===== config.mk =====
export PLATFORM = sky130hd
export DESIGN_NAME = vga_fb_arbiter
export DESIGN_NICKNAME = d
export VERILOG_FILES = /design/src/rtl/vga_fb_arbiter.sv
export SDC_FILE = /design/constraint.sdc
export NUM_CORES = 1
export LEC_CHECK = 0
export CAP_MARGIN = 20
export CORE_MARGIN = 5
export CORE_UTILIZATION = 50
export DETAILED_ROUTE_END_ITERATION = 12
export HOLD_SLACK_MARGIN = 0.15
export PLACE_DENSITY = 0.95
export SLEW_MARGIN = 20
export SYNTH_ARGS = -nofsm -noshare
export SYNTH_HDL_FRONTEND = slang
export SYNTH_SLANG_ARGS = --single-unit

===== constraint.sdc =====
create_clock -name clk -period 4.3 [get_ports clk]
set_input_delay 0.86 -clock clk [delete_from_list [all_inputs] [get_ports clk]]
set_output_delay 0.86 -clock clk [all_outputs]
set_load 0.01 [all_outputs]

===== src/rtl/vga_fb_arbiter.sv =====
// vga_fb_arbiter: shares one single-port framebuffer RAM between the VGA
// display fetch (reads, always win) and the image writer (writes, take the
// leftover cycles). Also tracks per-frame accepted-write counts and a sticky
// writer starvation flag.
//
// Optional build macro: VGA_FB_WR_BLANK_ONLY_EN
//   defined   -> writes are only accepted while blank=1 (tear-free updates)
//   undefined -> writes may use any cycle the display does not claim
//
// Handshake: a write transfers on a clock edge where wr_valid=1 and
// wr_ready=1; wr_ready is combinational and may be high with wr_valid=0.
// disp_req has no backpressure: every cycle it is high is a granted read
// returning exactly one disp_valid pulse, in request order.
module vga_fb_arbiter #(
  parameter int ADDR_W     = 17,
  parameter int DATA_W     = 12,
  parameter int RD_LAT     = 1,
  parameter int STARVE_MAX = 1024
) (
  input  logic              clk,
  input  logic              rst,
  input  logic              disp_req,
  input  logic [ADDR_W-1:0] disp_addr,
  output logic [DATA_W-1:0] disp_data,
  output logic              disp_valid,
  input  logic              wr_valid,
  output logic              wr_ready,
  input  logic [ADDR_W-1:0] wr_addr,
  input  logic [DATA_W-1:0] wr_data,
  input  logic              blank,
  input  logic              frame_start,
  output logic              mem_en,
  output logic              mem_we,
  output logic [ADDR_W-1:0] mem_addr,
  output logic [DATA_W-1:0] mem_wdata,
  input  logic [DATA_W-1:0] mem_rdata,
  output logic              wr_starved,
  output logic [ADDR_W:0]   wr_count_last
);

  // One stage where the request registers onto mem_*, one where the RAM
  // samples it, RD_LAT RAM stages; disp_valid is registered after the last.
  localparam int PIPE_D   = RD_LAT + 2;
  localparam int STARVE_W = $clog2(STARVE_MAX + 1);
  localparam logic [STARVE_W-1:0] STARVE_TOP = STARVE_W'(STARVE_MAX);
  localparam logic [STARVE_W-1:0] STARVE_PRE = STARVE_W'(STARVE_MAX - 1);

  typedef enum logic [1:0] {
    GNT_IDLE = 2'd0,
    GNT_RD   = 2'd1,
    GNT_WR   = 2'd2
  } gnt_t;

  gnt_t                gnt;
  logic                gate;
  logic                stall;
  logic                accept;
  logic [PIPE_D-1:0]   rd_pipe;
  logic [STARVE_W-1:0] starve_cnt;
  logic [ADDR_W:0]     wr_count;

`ifdef VGA_FB_WR_BLANK_ONLY_EN
  assign gate = blank;
`else
  logic unused_blank;
  assign unused_blank = blank;
  assign gate = 1'b1;
`endif

  // Per-cycle grant decision: display first, writer only when gated in.
  always_comb begin
    wr_ready = !rst && !disp_req && gate;
    gnt      = GNT_IDLE;
    if (disp_req) begin
      gnt = GNT_RD;
    end else if (wr_valid && wr_ready) begin
      gnt = GNT_WR;
    end
    accept = (gnt == GNT_WR);
    stall  = wr_valid && !wr_ready;
  end

  // Register the grant onto the RAM port; address/data hold when idle.
  always_ff @(posedge clk) begin
    if (rst) begin
      mem_en    <= 1'b0;
      mem_we    <= 1'b0;
      mem_addr  <= '0;
      mem_wdata <= '0;
    end else begin
      case (gnt)
        GNT_RD: begin
          mem_en   <= 1'b1;
          mem_we   <= 1'b0;
          mem_addr <= disp_addr;
        end
        GNT_WR: begin
          mem_en    <= 1'b1;
          mem_we    <= 1'b1;
          mem_addr  <= wr_addr;
          mem_wdata <= wr_data;
        end
        default: begin
          mem_en <= 1'b0;
          mem_we <= 1'b0;
        end
      endcase
    end
  end

  // Track granted reads through the RAM latency and capture their data.
  always_ff @(posedge clk) begin
    if (rst) begin
      rd_pipe    <= '0;
      disp_valid <= 1'b0;
      disp_data  <= '0;
    end else begin
      rd_pipe    <= {rd_pipe[PIPE_D-2:0], disp_req};
      disp_valid <= rd_pipe[PIPE_D-1];
      if (rd_pipe[PIPE_D-1]) begin
        disp_data <= mem_rdata;
      end
    end
  end

  // Count consecutive stalled writer cycles; latch starvation when full.
  always_ff @(posedge clk) begin
    if (rst) begin
      starve_cnt <= '0;
      wr_starved <= 1'b0;
    end else if (stall) begin
      if (starve_cnt != STARVE_TOP) begin
        starve_cnt <= starve_cnt + 1'b1;
      end
      if (starve_cnt >= STARVE_PRE) begin
        wr_starved <= 1'b1;
      end
    end else begin
      starve_cnt <= '0;
    end
  end

  // Per-frame accepted-write count; a write on frame_start opens the new frame.
  always_ff @(posedge clk) begin
    if (rst) begin
      wr_count      <= '0;
      wr_count_last <= '0;
    end else if (frame_start) begin
      wr_count_last <= wr_count;
      wr_count      <= {{ADDR_W{1'b0}}, accept};
    end else if (accept && !(&wr_count)) begin
      wr_count <= wr_count + 1'b1;
    end
  end

endmodule

==> results of run 1 <==
==> power by group through the flow <==
stage	combinational [mW]	sequential (mW)	clock [mW]
2_1_floorplan	0.0758	0.942	0
3_3_place_gp	0.192	0.934	0
3_5_place_dp	0.198	0.935	0
4_1_cts	0.199	0.915	0.583
5_1_grt	0.214	0.918	0.628
6_report	0.198	0.915	0.568
==> how the worst max path moves through the flow <==
stage	startpoint	to
after floorplan	rst	wr_ready
after global placement	disp_req	wr_count[13]
after detailed placement	disp_req	wr_count[13]
after CTS	disp_req	wr_count[13]
after global routing	disp_req	wr_count[13]
final	disp_req	wr_count[13]
==> stage by stage <==
step / setup slack (ns) / util [%] / cell area, um2
final: 1.25 / 70.7 / 5490
after global routing: 1.10 / 70.7 / 5490
after CTS: 1.26 / 70.7 / 5490
after detailed placement: 0.870 / 68.3 / 5310
after global placement: 0.951 / 68.3 / 5310
after floorplan: 1.70 / - / 3990
==> layout make-up <==
type                            count  area share [%]
Multi-Input combinational cell    319            35.8
Tap cell                          102            2.32
Clock inverter                      6           0.911
Inverter                            5           0.342
Timing Repair Buffer              131            23.5
Sequential cell                    95            34.6
Clock buffer                       10            2.51
==> state kept, by name, indices dropped and copies added (netlist names) <==
register       cells
wr_starved         1
mem_we             1
disp_valid         1
starve_cnt        11
mem_addr          17
wr_count          18
rd_pipe            3
mem_en             1
mem_wdata         12
wr_count_last     18
disp_data         12
==> cell families (layout without fill, tap and decap cells) <==
logic type      Yosys count  after routing  share of synthesized area (%)
flops                    95             95                           47.6
mux                      53             53                           13.3
simple gates            187            187                           23.5
compound gates           69             69                           9.94
xor+xnor                  7              7                           1.54
buf+inv                  32            152                           3.13
fa+ha+maj                 3              3                          0.941
==> per-layer routing <==
metal	vias up	GRT usage (%)	share of wire (%)
li1	1781	-	-
met1	1617	22.8	39
met2	93	36.9	53
met3	13	8.49	6.8
met4	0	7.04	1.4
met5	-	0	0
==> cell usage in the layout, fill, tap and decap left out, drive strengths merged, types with 4 or more instances in the layout <==
cell type | synthesis | routed
or3 | 6 | 6
a21oi | 34 | 34
nand2b | 14 | 14
nand4 | 8 | 8
nor3 | 6 | 6
clkdlybuf4s50 | 0 | 125
clkbuf | 11 | 10
nand2 | 35 | 35
nor2 | 79 | 79
nand3 | 7 | 7
xnor2 | 5 | 5
inv | 5 | 9
mux2i | 53 | 53
buf | 16 | 6
or4 | 8 | 8
o31ai | 6 | 6
nor2b | 4 | 4
o21ai | 19 | 19
dfxtp | 95 | 95
==> worst max-delay path, cell delays in order <==
cell	delay (ns)
clkdlybuf4s50_1	0.41
buf_4	0.22
or3b_4	0.44
inv_2	0.44
nand4_2	0.27
or4_1	0.52
a21oi_1	0.17
==> metrics.txt, run 1 <==
status finished clean; final count of hold timing violations 0; Avg Vias per Cell 5.25; cts repair resizes 0; WL/cell 15.1 um; largest net degree at the start of global routing 53; P per Cell Area 306 mW/mm2; root buffer cell clkbuf_8; area grow syn2layout 37.6%; final setup fails 0; RSZ-0062 raised after global routing false; critical path type in2reg; Inserted Clock Buffers 9; worst hold-check path type reg2reg; Skew-Pair Late Insertion Delay 0.37 ns; Core Region 0.00777 mm2; final WL 10.1 mm; area fraction of the dominant cell type after synthesis 47.6%; Critical Path End Type register; number of H-tree levels 3; Min-Delay Endpoint rd_pipe[2]; relative slew slack 41.5%; peak supply drop 0.202 mV; Mean Syn Cell Area 8.95 um2; register bit total from synthesis 95; post-route minimum period 3.05 ns; Sink Count 95; Die X-Extent 99.3 um; Sequential Power Share 54.4%; ratio of final minimum period to clock period 70.8%; DRC 0; Post-synth ARST share 0%; final non-filler cell total 668; Cells after Synth 446; post-route ant nets 0; final number of max-transition violations 0; Die Y 99.3 um; Port-buffer cells 126; Net Switching 0.427 mW; Comb power frac 11.8%; fin nets 628; n_diodes 0; Clock Skew 0.0119 ns; die area 0.00987 mm2; Worst-path clk slew 0.10 ns; setup bufs post-CTS 0; total power 1.68 mW; vias post-DR 3,504; hold path start rd_pipe[1]; Crit path arrival time 3.35 ns; post-synth top area cell dfxtp_1; internal power 1.25 mW; row count 32; GRT Util Overall 20.9%; synth top area cells dfxtp_1 48%, mux2i_1 13%, nor2_1 7.4%; number of synthesized flops with an enable pin 0; drt pass-1 iters 4; Startpoint Class primary input; share of cells above drive strength 1 5.12%; Fill cells 584; switching share of power 25.4%; Worst EP required 4.60 ns; reg2reg path depth 5; CTS tree built; hold path depth 1; global-route wire length before repair 16.7 mm; Multi-input gate area 0.00196 mm2; worst reg2reg startpoint wr_count[0]; post-synth cell types 42; Post-Route Setup TNS 0 ns; CP Max Fanout 36; R2R Path End wr_count[17]; Yosys Warn Count 0; Leak 2.01 nW; ys flop type dfxtp_1; total grt overflow 0; Post-synth top cells 95 x dfxtp_1, 79 x nor2_1, 53 x mux2i_1; post-synthesis sequential area ratio 47.6%; IO Pins 128; FF-to-FF setup slack 2.20 ns; Fin Hold WS 0.451 ns; most frequent cell after synthesis dfxtp_1; clock power share 33.8%; vias in the first global route 3,502; Max Cap Viol 0; worst-margin pin slew 0.871 ns; Initial Util 51.4%; Synth Cell Area 0.00399 mm2; FMAX 328 MHz; Clock Path Buffers 2; FF/Latch Area 0.00190 mm2; placed cell count 652; Synth Net Count 513; Post-CTS Hold Buffers 0; dpl hpwl 7.36 mm; initial antenna violation count 0; GPL Wtd Cong 0.806; initial DRC count 159
No activity file was read; power rests on OpenSTA's default activity.
==> inputs of run 2 (changes only) <==
CORE_UTILIZATION = 42   (was 50)
PLACE_DENSITY = 0.87   (was 0.95)
clock period = 2.6 ns   (was 4.3 ns; I/O delays follow)
==> run 2 against run 1 <==
Cell count is 4.5% higher. Register-to-register slack got worse by 1.7 ns. Global-route usage fell by 4.0 points. Non-clock buffer count grew 4. Clock-buffer cell count up 1. Critical path type is now in2out. Critical endpoint is now wr_ready.
==> metrics.txt, run 2 (synthesized netlist as in run 1, its figures left out) <==
Die Y 107 um (+8.2%); drt pass-1 iters 4 (unchanged); critical path type in2out; Inserted Clock Buffers 9 (unchanged); final number of max-transition violations 0 (unchanged); Skew-Pair Late Insertion Delay 0.36 ns (about the same); RSZ-0062 raised after global routing false; worst hold-check path type reg2reg; final setup fails 0 (unchanged); Core Region 0.00924 mm2 (+19%); Worst EP required 2.08 ns (-2.52 ns); worst-margin pin slew 0.793 ns (-0.0777 ns); ratio of final minimum period to clock period 83.4%; n_diodes 0 (unchanged); final count of hold timing violations 0 (unchanged); Port-buffer cells 126 (unchanged); die area 0.0116 mm2 (+17%); post-route ant nets 0 (unchanged); initial antenna violation count 0 (unchanged); Die X-Extent 107 um (+8.2%); Max Cap Viol 0 (unchanged); row count 35 (+9.4%); WL/cell 14.1 um (-6.8%); P per Cell Area 490 mW/mm2 (+60%); fin nets 632 (+0.64%); Fill cells 793 (+36%); most frequent cells in the layout 125 x clkdlybuf4s50_1, 95 x dfxtp_1, 79 x nor2_1; Startpoint Class primary input; kind of cell adding the most delay to the critical path buffers and inverters; Worst path slowest cell clkdlybuf4s50_1; commonest non-fill, non-tap cell in the layout clkdlybuf4s50_1; global-route wire length before repair 16.1 mm (-3.8%); setup bufs post-CTS 0 (unchanged); FF/Latch Area 0.00190 mm2 (unchanged); Post-Route Setup TNS 0 ns (unchanged); CP bufs+invs 2 (-1); CP Max Fanout 3 (-92%); Avg Vias per Cell 5.11 (-2.6%); Leak 2.01 nW (+0.37%); largest net degree at the start of global routing 75 (+42%); largest registers wr_count x18, wr_count_last x18, mem_addr x17; Post-CTS Hold Buffers 0 (unchanged); dpl hpwl 7.26 mm (-1.4%); CTS tree built; CP max stage delay 0.55 ns (+0.03 ns); Clock Skew 0.0110 ns (-0.000906 ns); vias in the first global route 3,534 (+0.91%); relative slew slack 46.9% (+5.4 points); Worst-path clk slew 0.09 ns (about the same); most frequent CP cell clkdlybuf4s50_1; root buffer cell clkbuf_8; area grow syn2layout 39.2%; Clock Path Buffers 2 (unchanged); final WL 9.84 mm (-2.6%); Critical Path End Type output pin; peak supply drop 0.229 mV (+13%); crit path cell chain clkdlybuf4s50_1 -> nor2_1 -> clkdlybuf4s50_1; cts repair resizes 0 (unchanged); FMAX 461 MHz; share of cells above drive strength 1 5.45% (+0.32 points); number of H-tree levels 3 (unchanged); Sink Count 95 (unchanged); initial DRC count 93 (-42%); GRT Util Overall 17.0% (-4.0 points); status finished clean; post-route minimum period 2.17 ns; DRC 0 (unchanged); GPL Wtd Cong 0.876 (+8.7%); Initial Util 43.2% (-8.2 points); IO Pins 128 (unchanged); total grt overflow 0 (unchanged); vias post-DR 3,568 (+1.8%); Multi-input gate area 0.00196 mm2 (unchanged); final design utilization 60.1% (-11 points); Crit path arrival time 1.65 ns (-1.70 ns)
==> run 2: changes by cell type in the layout (fill, tap and decap cells not counted) <==
cell        before  now
clkinvlp_4       1    3
inv_8            1    0
inv_6            3    1
clkinv_2         1    0
clkbuf_1         0    1
buf_4            5    8
buf_12           0    1
==> run 2: final timing paths <==
check / depth (start not counted) / slack, ns / from / end
min: 1 / 0.44 / rd_pipe[0] / rd_pipe[1]
max: 3 / 0.43 / disp_req / wr_ready
max reg2reg: 6 / 0.54 / wr_count[0] / wr_count[6]
min reg2reg: 1 / 0.44 / rd_pipe[0] / rd_pipe[1]
==> run 2: metal layers <==
layer	wire (um)	vias up	global-route usage [%]
li1	-	1781	-
met1	3860	1639	19.0
met2	4900	133	29.1
met3	892	15	6.42
met4	189	0	6.58
met5	0	-	0
==> run 2: area by class of cell <==
type	count	area share (%)
multi-input combinational	319	35.4
tap	129	2.91
clock buffer	11	2.55
timing repair buffer	135	24.1
sequential	95	34.2
clock inverter	4	0.563
inverter	5	0.338
==> run 2: through the flow <==
stage          hold slack, ns  instances  instance area (um2)  total power [mW]  setup WS [ns]
4_1_cts                 0.443        698                 5560              2.76          0.428
6_report                0.438        698                 5560              2.72          0.431
2_1_floorplan           0.414        446                 3990              1.68          0.680
3_5_place_dp            0.439        683                 5380              1.88          0.113
5_1_grt                 0.453        698                 5560              2.85          0.372
3_3_place_gp            0.424        683                 5380              1.87          0.143
==> run 2: power by group <==
part	total, mW	switching [mW]	internal [mW]
Combinational	0.329	0.133	0.197
Clock	0.881	0.508	0.373
Sequential	1.51	0.0221	1.49
Total	2.72	0.663	2.06
